**src/rtl/cpu_clk_ctrl_pkg.sv**
```systemverilog
`default_nettype none
// ============================================================================
// Module   : cpu_clk_ctrl_pkg
// Brief    : Mode/state encodings and helpers for the CPU clock controller.
// Revision : 1.0 - initial release
// ============================================================================
package cpu_clk_ctrl_pkg;

  typedef logic [1:0] mode_t;
  typedef logic [1:0] state_t;

  localparam logic RST_ENABLE = 1'b0;

  localparam mode_t MODE_HALT = 2'b00;
  localparam mode_t MODE_RUN  = 2'b01;
  localparam mode_t MODE_STEP = 2'b10;

  localparam state_t ST_HALT = 2'b00;
  localparam state_t ST_RUN  = 2'b01;
  localparam state_t ST_STEP = 2'b10;
  localparam state_t ST_BRK  = 2'b11;

  // Mode 11 is reserved and behaves as halt.
  function automatic state_t decode_mode(input mode_t mode);
    case (mode)
      MODE_RUN:  return ST_RUN;
      MODE_STEP: return ST_STEP;
      default:   return ST_HALT;
    endcase
  endfunction

  function automatic logic is_halted(input state_t st);
    return (st == ST_HALT) || (st == ST_BRK);
  endfunction

endpackage
`default_nettype wire

```
**src/rtl/cpu_clk_ctrl_btn_debounce.sv**
```systemverilog
`default_nettype none
// ============================================================================
// Module   : btn_debounce
// Brief    : 2-flop synchroniser, counting debouncer, rising-edge event pulse.
// Revision : 1.0 - initial release
// ============================================================================
module btn_debounce
  import cpu_clk_ctrl_pkg::*;
#(
  parameter int DB_CYCLES = 1000000
) (
  input  logic clk,
  input  logic rst,
  input  logic btn_i,
  output logic evt_o
);

  localparam int            DB_W    = $clog2(DB_CYCLES + 1);
  localparam logic [DB_W-1:0] DB_LAST = DB_W'(DB_CYCLES - 1);

  logic            sync1_q, sync1_d;
  logic            sync2_q, sync2_d;
  logic            level_q, level_d;
  logic            level_dly_q, level_dly_d;
  logic [DB_W-1:0] db_cnt_q, db_cnt_d;

  // Any cycle where the synced value matches the level restarts the count.
  always_comb begin
    sync1_d     = btn_i;
    sync2_d     = sync1_q;
    level_d     = level_q;
    level_dly_d = level_q;
    db_cnt_d    = '0;
    if (sync2_q != level_q) begin
      if (db_cnt_q == DB_LAST) begin
        level_d = sync2_q;
      end else begin
        db_cnt_d = db_cnt_q + 1'b1;
      end
    end
  end

  always_ff @(posedge clk) begin
    if (rst == RST_ENABLE) begin
      sync1_q     <= 1'b0;
      sync2_q     <= 1'b0;
      level_q     <= 1'b0;
      level_dly_q <= 1'b0;
      db_cnt_q    <= '0;
    end else begin
      sync1_q     <= sync1_d;
      sync2_q     <= sync2_d;
      level_q     <= level_d;
      level_dly_q <= level_dly_d;
      db_cnt_q    <= db_cnt_d;
    end
  end

  assign evt_o = level_q & ~level_dly_q;

endmodule
`default_nettype wire

```
**src/rtl/cpu_clk_ctrl.sv**
```systemverilog
`default_nettype none
// ============================================================================
// Module   : cpu_clk_ctrl
// Brief    : Run/step/halt CPU clock-enable sequencer with PC breakpoint.
// Revision : 1.0 - initial release
// ============================================================================
module cpu_clk_ctrl
  import cpu_clk_ctrl_pkg::*;
#(
  parameter int DIV_W     = 31,
  parameter int DB_CYCLES = 1000000,
  parameter int CNT_W     = 16
) (
  input  logic             clk,
  input  logic             rst,
  input  logic [1:0]       mode_i,
  input  logic [DIV_W-1:0] div_i,
  input  logic             step_btn_i,
  input  logic             bp_en_i,
  input  logic [31:0]      bp_addr_i,
  input  logic [31:0]      pc_i,
  output logic             cpu_ce_o,
  output logic             slow_clk_o,
  output logic             halted_o,
  output logic [CNT_W-1:0] step_cnt_o
);

  state_t           state_q, state_d;
  logic [DIV_W-1:0] div_cnt_q, div_cnt_d;
  logic             ce_q, ce_d;
  logic             slow_q, slow_d;
  logic             halted_q, halted_d;
  logic [CNT_W-1:0] step_cnt_q, step_cnt_d;

  logic             step_evt;
  logic             run_hold;
  logic             tick;
  logic             bp_hit;
  logic [DIV_W-1:0] div_last;
  state_t           mode_state;

  btn_debounce #(
    .DB_CYCLES (DB_CYCLES)
  ) u_btn_debounce (
    .clk   (clk),
    .rst   (rst),
    .btn_i (step_btn_i),
    .evt_o (step_evt)
  );

  // >= rather than == so a shrinking div_i wraps on the very next cycle.
  assign div_last   = (div_i == '0) ? '0 : div_i - DIV_W'(1);
  assign run_hold   = (state_q == ST_RUN) && (mode_i == MODE_RUN);
  assign tick       = run_hold && (div_cnt_q >= div_last);
  assign bp_hit     = bp_en_i && (pc_i == bp_addr_i);
  assign mode_state = decode_mode(mode_i);

  always_comb begin
    div_cnt_d = (run_hold && !tick) ? div_cnt_q + DIV_W'(1) : '0;
  end

  always_comb begin
    state_d = state_q;
    ce_d    = 1'b0;
    slow_d  = slow_q;
    case (state_q)
      ST_HALT: state_d = mode_state;
      ST_RUN: begin
        if (mode_state != ST_RUN) begin
          state_d = mode_state;
        end else if (tick) begin
          if (bp_hit) begin
            state_d = ST_BRK;
          end else begin
            ce_d   = 1'b1;
            slow_d = ~slow_q;
          end
        end
      end
      ST_STEP: begin
        if (mode_state != ST_STEP) state_d = mode_state;
        else                       ce_d    = step_evt;
      end
      default: begin
        // Held in BRK while mode stays RUN; the button steps past the breakpoint.
        if (mode_state != ST_RUN) state_d = mode_state;
        else                      ce_d    = step_evt;
      end
    endcase
    halted_d   = is_halted(state_d);
    step_cnt_d = step_cnt_q + CNT_W'(ce_q);
  end

  always_ff @(posedge clk) begin
    if (rst == RST_ENABLE) begin
      state_q    <= ST_HALT;
      div_cnt_q  <= '0;
      ce_q       <= 1'b0;
      slow_q     <= 1'b0;
      halted_q   <= 1'b1;
      step_cnt_q <= '0;
    end else begin
      state_q    <= state_d;
      div_cnt_q  <= div_cnt_d;
      ce_q       <= ce_d;
      slow_q     <= slow_d;
      halted_q   <= halted_d;
      step_cnt_q <= step_cnt_d;
    end
  end

  assign cpu_ce_o   = ce_q;
  assign slow_clk_o = slow_q;
  assign halted_o   = halted_q;
  assign step_cnt_o = step_cnt_q;

endmodule
`default_nettype wire

```
**config.mk**
```make
export PLATFORM = sky130hd
export DESIGN_NAME = cpu_clk_ctrl
export DESIGN_NICKNAME = d
export VERILOG_FILES = /design/src/rtl/cpu_clk_ctrl_pkg.sv /design/src/rtl/cpu_clk_ctrl_btn_debounce.sv /design/src/rtl/cpu_clk_ctrl.sv
export SDC_FILE = /design/constraint.sdc
export NUM_CORES = 1
export LEC_CHECK = 0
export BUFFER_PORTS_ARGS = -buffer_cell sky130_fd_sc_hd__buf_2
export CORE_ASPECT_RATIO = 0.9
export CORE_MARGIN = 2
export CORE_UTILIZATION = 49
export CTS_CLUSTER_DIAMETER = 200
export CTS_CLUSTER_SIZE = 40
export DETAILED_ROUTE_END_ITERATION = 16
export PLACE_DENSITY = 0.77
export SLEW_MARGIN = 10
export SYNTH_ARGS = -nofsm -noshare
export SYNTH_HDL_FRONTEND = slang
export SYNTH_SLANG_ARGS = --single-unit
```
**constraint.sdc**
```tcl
create_clock -name clk -period 3.83 [get_ports clk]
set_input_delay 0.1915 -clock clk [delete_from_list [all_inputs] [get_ports clk]]
set_output_delay 0.1915 -clock clk [all_outputs]
set_load 0.05 [all_outputs]
```
==> run summary, run 1 <==
The run finished with clean final reports. Clock tree synthesis found a total of 76 sinks. The cell sitting at the root of the clock tree is a clkbuf_8.

The portion of total power attributed to the clock network is a little under two fifths. The floorplan step set the die height to 98.83 um. TritonCTS built the clock tree. The total power is ~1.6 mW. The internal power came out at 1.183 mW. The commonest non-fill, non-tap cell in the layout is buf_2. The worst setup path is launched from an input port. The static leakage is between 2 and 3 nW.

The final antenna-violating net count is 0. The logic gate share of total power came out at 11.3%. The initial antenna violation count is 0. The net switching power is roughly 0.38 mW. The via count of the first global-routing pass is 4270. The number of top-level pins is 120. Before CTS, the worst setup slack after placement is -0.1088 ns. The part of the power in registers came out at about half. The transition time at the pin with the least slew margin came out at 0.8136 ns. The number of diodes added for antenna fixing came out at 0.

The total routing resource utilization after global routing is 20.47%. The clock-pin slew on the worst setup and hold paths is approximately 0.080 ns. The first-iteration detailed-routing DRC count is between 200 and 250. The clock network latency to the later pin of the worst-skew pair came out at around 0.35 ns. Net switching is 24.52% of the power.

The highest achievable clock rate is around 280 MHz. The number of cells on the worst hold path is 2. The detailed-route wire length per cell is between 10 and 15 um.

The weighted congestion at the end of routability-driven global placement came out at just under 0.9. The worst path in the final design needs a cycle of approximately 3.6 ns, including I/O delays and setup. The die covers ~11000 um^2. The number of setup buffers added after CTS is 0. The worst hold endpoint is u_btn_debounce.sync1_q$_SDFF_PN0_. The required arrival time at the worst endpoint is approximately 4 ns. The tightest slew margin relative to the limit is a little under half. On the critical path, the stage with the largest delay is an instance of or4_4. The worst setup path is captured at a flip-flop. The worst register-to-register path begins at div_cnt_q[1]$_SDFF_PN0_.

The top cell types in the final layout, fill and taps aside, are buf_2, xor2_1, dfxtp_1. The share of flip-flops with an asynchronous set or reset after synthesis came out at 0%. Hold repair after CTS inserted 0 buffers. The number of synthesized register bits is 76. The total CTS buffers is 9.

Buffers placed on the I/O ports in this run total between 100 and 150. The detailed-route DRC error count is 0. The cell area after synthesis is around 4900 um^2. The type of the most critical hold path is in -> reg. The max-slew violation count is 0. Setup violations remaining at the end of the flow were counted as 0. Setup repair after global routing left no endpoint under its margin. The endpoint of the worst-slack reg-to-reg timing path is div_cnt_q[28]$_SDFF_PN0_. The number of unique standard cell types used by synthesis is between 40 and 50. The horizontal die dimension is 109.4 um. In this run the power density over the cells is 263.4 nW/um^2.

The total count of hold-check failures in the final report was 0. The max-cap violation count came out at 0. The number of nets produced by synthesis is between 700 and 800.

The global route total overflow came out at 0. The growth of design area from synthesis to finish is 21.54%. The count of cells along the worst register-to-register path is 7. The maximum vdd ir drop is just under 0.2 mV. The pin count of the biggest net entering global routing came out at 32. The number of rows in the core area came out at 34.

For this run, the number of standard cells in the final layout without fillers is 852. The worst path uses 93.05% of the clock period. The most used flip-flop cell after synthesis is dfxtp_1. The register-to-register setup slack came out at ~1.5 ns. The half-perimeter wire length after placement is approximately 8600 um.

The number of nets in the layout is 858. The length of the first detailed-routing pass in iterations came out at 6. After synthesis, the cell types taking the most area are dfxtp_1, xor2_1, ha_1. The post-route worst hold slack came out at around 0.053 ns. The wire length reported by the detailed router came out at between 10000 and 15000 um. The H-tree was split into 3 levels. The cell count after synthesis came out at just under 600. Setup slack closes at 0.2661 ns. During synthesis, Yosys emitted a total of 0 warnings. The share of synthesized area occupied by flip-flops and latches came out at a little under a third. The wire length of the first global-routing pass came out at 18310 um. In this run the standard cell core region covers approximately 9700 um^2. The total via count after detailed routing came out at about 4400. The mean area per synthesized cell is around 8.4 um^2.

On the worst path, the slowest cell contributes a delay of between 0.5 and 0.6 ns. The clock arrives with ~0.0090 ns of skew. The maximum fanout count along the critical path is 31. The critical path is of the in -> reg type. Walking the worst path, the cells encountered are buf_2 -> or4_4 -> or3_4 -> or3_4 -> or3_1 -> buf_12 -> nand2_1 -> ha_1 -> a21oi_1 -> o21ai_0 -> a221oi_1 -> o211ai_1 -> or3_1 -> buf_12 -> nor2_1. The fraction of the core area covered by cells at the end of the flow came out at about three fifths.

The number of placed instances, taps included, is 836. Using the TritonRoute via totals, the vias-per-cell ratio works out to 5.147. The count of flip-flops with a built-in enable after synthesis is 0. The cell taking the most area after synthesis is dfxtp_1.

The top cell type's share of synthesized area is between 30% and 40%. The critical path data arrival time is 3.85 ns. Once the floorplan was initialized, standard cells occupied 50.48% of the core. The share of final-layout standard cells stronger than drive strength 1 is ~23%.

The startpoint of the lowest-slack hold path is step_btn_i. The number of buffers on the longest clock path is 2.
## state kept, by name (all words and copies together), names as in the netlist
register,count
div_cnt_q,31
u_btn_debounce.db_cnt_q,20
step_cnt_o,16
state_q,2
cpu_ce_o,1
halted_o,1
slow_clk_o,1
u_btn_debounce.level_dly_d,1
u_btn_debounce.level_dly_q,1
u_btn_debounce.sync1_q,1
u_btn_debounce.sync2_q,1
## stage by stage
stage	instance area, um^2	setup TNS [ns]
4_1_cts	5944	0
2_1_floorplan	4896	0
6_report	5951	0
3_3_place_gp	5753	0
3_5_place_dp	5753	-2.693
5_1_grt	5951	0
## logic make-up (layout without fill, tap and decap cells)
family	count (synthesis)	count (layout)	share of synthesized area (%)
DFF	76	76	31.08
AOI/OAI and AO/OA	35	35	4.370
adders and majority gates	36	36	9.200
buffers and inverters	29	170	2.683
xor gates and xnor gates	118	118	21.11
muxes	5	5	1.022
and+or+nand+nor	286	286	30.54
## synth_stat cells, drive strengths merged, types with 9 or more instances
cell type  number
xor2           79
nand2          59
xnor2          39
nand4          26
nor2           74
dfxtp          76
ha             36
and2           25
nor3           14
nand3          26
inv            14
and3           10
clkbuf          9
a21oi          14
nor4           18
## timing repair
item / 4_1_cts / 5_1_grt
resized for setup: 0 / 1
hold endpoints to repair: 0 / 0
setup endpoints to repair: 0 / 21
## metal layers
| layer | vias up | wire length (um) | GRT usage, % |
|---|---|---|---|
| met5 | - | 0 | 0 |
| met4 | 0 | 186 | 7.205 |
| met3 | 21 | 441 | 3.175 |
| met2 | 104 | 4735 | 33.29 |
| met1 | 1969 | 5332 | 27.44 |
| li1 | 2291 | - | - |
## worst max-delay path, delay by kind of cell
kind            cells  cell delay, ns
compound gates      4            0.70
fa+ha+maj           1            0.25
buf+inv             3            0.47
simple gates        7            2.25
## worst max path at each step
stage / from / end / cells after the start
after global routing: div_i[2] / div_cnt_q[17]$_SDFF_PN0_ / 16
after global placement: div_i[2] / div_cnt_q[30]$_SDFF_PN0_ / 16
after floorplan: div_i[2] / div_cnt_q[10]$_SDFF_PN0_ / 17
after detailed placement: div_i[2] / div_cnt_q[20]$_SDFF_PN0_ / 16
final: div_i[19] / div_cnt_q[15]$_SDFF_PN0_ / 15
after CTS: div_i[2] / div_cnt_q[20]$_SDFF_PN0_ / 16
## power by group through the flow
stage | Sequential [mW] | Combinational, mW | Clock [mW]
finish | 0.794 | 0.177 | 0.596
global route | 0.795 | 0.197 | 0.644
CTS | 0.794 | 0.178 | 0.608
detailed placement | 0.813 | 0.177 | 0
global placement | 0.813 | 0.169 | 0
floorplan | 0.815 | 0.0825 | 0
## cell type report
| cell class | count | area (um^2) |
|---|---|---|
| clock inverters | 6 | 63.81 |
| well taps | 126 | 157.7 |
| inverters | 14 | 52.55 |
| clock buffers | 10 | 127.6 |
| multi-input cells | 480 | 3249 |
| repair buffers | 140 | 778.2 |
| fillers | 839 | 3749 |
| flip-flops and latches | 76 | 1521 |
No activity file was read; power rests on OpenSTA's default activity.
==> inputs of run 2 (changes only) <==
==> constraint.sdc (replaced) <==
create_clock -name clk -period 3.83 [get_ports clk]
set_input_delay 0.9575 -clock clk [delete_from_list [all_inputs] [get_ports clk]]
set_output_delay 0.9575 -clock clk [all_outputs]
set_load 0.05 [all_outputs]
==> run summary, run 2 (synthesis results as in run 1) <==
The final antenna-violating net count came to 0 (unchanged). The global route total overflow is 0 (unchanged). The endpoint identified for the worst register-to-register timing path is div_cnt_q[26]$_SDFF_PN0_. The most utilized layer in the global route result is met2. The number of nets in the layout came out at 899 (+4.8%).

The area of the placeable core is 9699 um^2 (unchanged). The maximum clock skew at final layout is 0.01114 ns (+0.002139 ns). The weighted congestion at the end of routability-driven global placement came out at 0.8357 (-3.7%).

The growth of design area from synthesis to finish came out at 35.24%. The net switching power came out at 0.3862 mW (+0.47%). The portion of total power attributed to the clock network came out at 37.7% (-0.3 points).

The tightest slew margin relative to the limit is 24.13% (-21 points). The clock network latency to the later pin of the worst-skew pair came out at 0.35 ns (about the same). The logic gate share of total power is 13.6% (+2.3 points). The filler-free cell count of the finished design came out at 893 (+4.8%). The static leakage is 2.818 nW (+9.6%).

The detailed-route wire length per cell is 14.37 um (+15%). The total via count after detailed routing is 4780 (+9.0%). The floorplan die area came out at 10810 um^2 (unchanged).

The switching power as a share of total power is 23.69% (-0.84 points). The critical path data arrival time is 4.58 ns (+0.73 ns). The horizontal die dimension is 109.4 um (unchanged).

STA classifies the critical path startpoint as an input port. The total routing resource utilization after global routing came out at 22.86% (+2.4 points). The count of cells along the worst register-to-register path came out at 7 (unchanged). The internal power was 1.244 mW (+5.2%). The critical path depth came out at 16 (+1). The number of buffers on the longest clock path came out at 2 (unchanged).

The least setup slack across all paths after layout came to -0.4747 ns (-0.7408 ns). The share of final-layout standard cells stronger than drive strength 1 came out at 33.25% (+10 points). The power density over the cells came out at 246.2 nW/um^2 (-6.5%). The maximum vdd ir drop came out at 0.2348 mV (+22%).

The critical path's largest stage delay came out at 0.56 ns (+0.02 ns). The launching point of the worst reg2reg path is div_cnt_q[0]$_SDFF_PN0_. The count of buffering cells on the critical path with inverters included came out at 3 (unchanged).

Leaving out fill and tap cells, the most frequent cells in the layout are buf_2, xor2_1, dfxtp_1. The number of cells after detailed placement came out at 870 (+4.1%). The final count of negative-setup-slack endpoints was 35 (+35).

The number of cells on the worst hold path came out at 1 (-1). The transition time at the pin with the least slew margin was 1.128 ns (+0.3141 ns). The maximum fanout count along the critical path is 22 (-29%). Among all stages on the critical path, the largest delay is contributed by or4_4. The total CTS buffers is 9 (unchanged).

The highest achievable clock rate is 232.3 MHz (-17%). The met3 demand-to-capacity share in global routing is 4.101% (+0.93 points). The flip-flop count of the largest register after layout came out at 31 (unchanged). The number of diodes added for antenna fixing came to 0 (unchanged).

The critical path goes through buf_2 -> or4_4 -> nor4_4 -> nand3_2 -> or3_4 -> or3_4 -> clkbuf_16 -> nand2_2 -> ha_4 -> a21oi_1 -> o21ai_1 -> a221oi_2 -> o211ai_1 -> or3_4 -> buf_12 -> nor2_1. The clock tree root driver cell is clkbuf_8. The checks that failed: negative setup slack. The initial cell density of the core is 50.48% (unchanged). The initial antenna violation count is 0 (unchanged). The via count of the first global-routing pass came out at 4729 (+11%). The number of rows in the core area is 34 (unchanged). The capturing element of the worst setup path is div_cnt_q[15]$_SDFF_PN0_. The fill cell total of the finished layout came out at 752 (-10%).

The max-cap violation count was 0 (unchanged). Setup repair after global routing could not meet its margin everywhere. The number of buffers inserted by hold repair at cts came out at 0 (unchanged). The height of the die was 98.83 um (unchanged).

The depth of the CTS H-tree came out at 3 (unchanged). The number of top-level pins is 120 (unchanged). The count of clock tree sinks came out at 76 (unchanged). The element type at the critical path end is a flip-flop. The final period demand of the worst path is 4.305 ns (+0.7408 ns). The number of port buffers is 119 (unchanged). Broken down by cell family, the worst path's largest delay share belongs to simple AND/OR/NAND/NOR gates. The detailed-route DRC error count came to 0 (unchanged). The met1 track demand over resource is 25.49% (-2.0 points). The first-iteration detailed-routing DRC count is 163 (-30%).

In this run the worst setup path begins at div_i[11]. The fraction of the core area covered by cells at the end of the flow came out at 68.27% (+6.9 points). The footprint of the multi-input gates came to 3558 um^2 (+9.5%). The required arrival time at the worst endpoint is 4.11 ns (about the same).

The sum of negative setup slack came out at -15.16 ns (-15.16 ns). The total count of hold-check failures in the final report was 0 (unchanged). The worst setup path is of the in -> reg kind. The wire length reported by the detailed router is 12840 um (+20%). The met2 track demand over resource in global routing is 43.54% (+10 points). The register bank with the most flops is div_cnt_q. The type of the most critical hold path is reg -> reg. The post-route worst hold slack came to 0.4341 ns (+0.3812 ns). The length of the first detailed-routing pass in iterations came to 4 (-2).

The share of the clock period used by the worst path after layout came out at 112.4% (+19 points). The max-slew violation count came to 0 (unchanged). The flow ran to the end, but the final reports show violations.

The clock-pin slew on the worst setup and hold paths came out at 0.07 ns (about the same). The register-to-register setup slack is 1.14 ns (-0.36 ns). TritonCTS built the clock tree.

The part of the power in registers is 48.7% (-2.0 points). The storage element area came to 1521 um^2 (unchanged). The cell repeated most along the worst path is or3_4. The detailed-route vias per instance is 5.353 (+4.0%).

The pin count of the biggest net entering global routing came out at 29 (-9.4%). Leaving out fill and tap cells, the most frequent cell in the layout is buf_2. The half-perimeter wire length after placement came out at 9809 um (+14%). The wire length of the first global-routing pass was 19950 um (+9.0%).
==> run 2: cell types whose count changed in the layout (fill, tap and decap cells not counted), moves of 5 or more <==
cell,previous run,this run
nor2_2,1,8
nand2_1,55,50
ha_1,36,26
nor2_1,73,63
ha_4,0,10
buf_4,19,56
==> run 2: power by group through the flow <==
stage	clock (mW)	combinational [mW]	sequential, mW
6_report	0.614	0.222	0.794
5_1_grt	0.662	0.243	0.794
4_1_cts	0.632	0.215	0.794
3_5_place_dp	0	0.207	0.813
3_3_place_gp	0	0.198	0.812
2_1_floorplan	0	0.0881	0.815
==> run 2: through the flow <==
step / power, mW / worst slack [ns] / area [um^2]
after global routing: 1.699 / -0.5724 / 6621
after detailed placement: 1.020 / -0.9105 / 6108
after floorplan: 0.9027 / -0.6207 / 5035
final: 1.631 / -0.4747 / 6621
after global placement: 1.011 / -0.8104 / 6108
after CTS: 1.641 / -0.3475 / 6431
==> run 2: area by class of cell <==
class,instances,area share [%]
clock buffer,12,2.343
clock inverter,4,0.7181
multi-input combinational,480,53.74
sequential,76,22.98
tap,126,2.381
inverter,14,0.7937
timing repair buffer,181,17.04
==> run 2: how the worst min path moves through the flow <==
stage                                                 start                                 to  slack, ns
final                     u_btn_debounce.sync1_q$_SDFF_PN0_  u_btn_debounce.sync2_q$_SDFF_PN0_       0.43
after detailed placement  u_btn_debounce.sync1_q$_SDFF_PN0_  u_btn_debounce.sync2_q$_SDFF_PN0_       0.42
after global placement    u_btn_debounce.sync1_q$_SDFF_PN0_  u_btn_debounce.sync2_q$_SDFF_PN0_       0.42
after CTS                 u_btn_debounce.sync1_q$_SDFF_PN0_  u_btn_debounce.sync2_q$_SDFF_PN0_       0.44
after floorplan           u_btn_debounce.sync1_q$_SDFF_PN0_  u_btn_debounce.sync2_q$_SDFF_PN0_       0.41
after global routing      u_btn_debounce.sync1_q$_SDFF_PN0_  u_btn_debounce.sync2_q$_SDFF_PN0_       0.46
==> run 2: layer usage <==
layer  routed length [um]  vias up
met2                 6564      140
met4                  173        0
li1                     -     2366
met1                 5360     2259
met5                    0        -
met3                  738       15
==> run 2: repair_timing <==
| action | CTS | global route |
|---|---|---|
| gates cloned | 0 | 3 |
| buffers inserted | 2 | 2 |
| resized for setup | 21 | 25 |
| endpoints found under the setup margin | 35 | 35 |
| pin swaps | 8 | 7 |
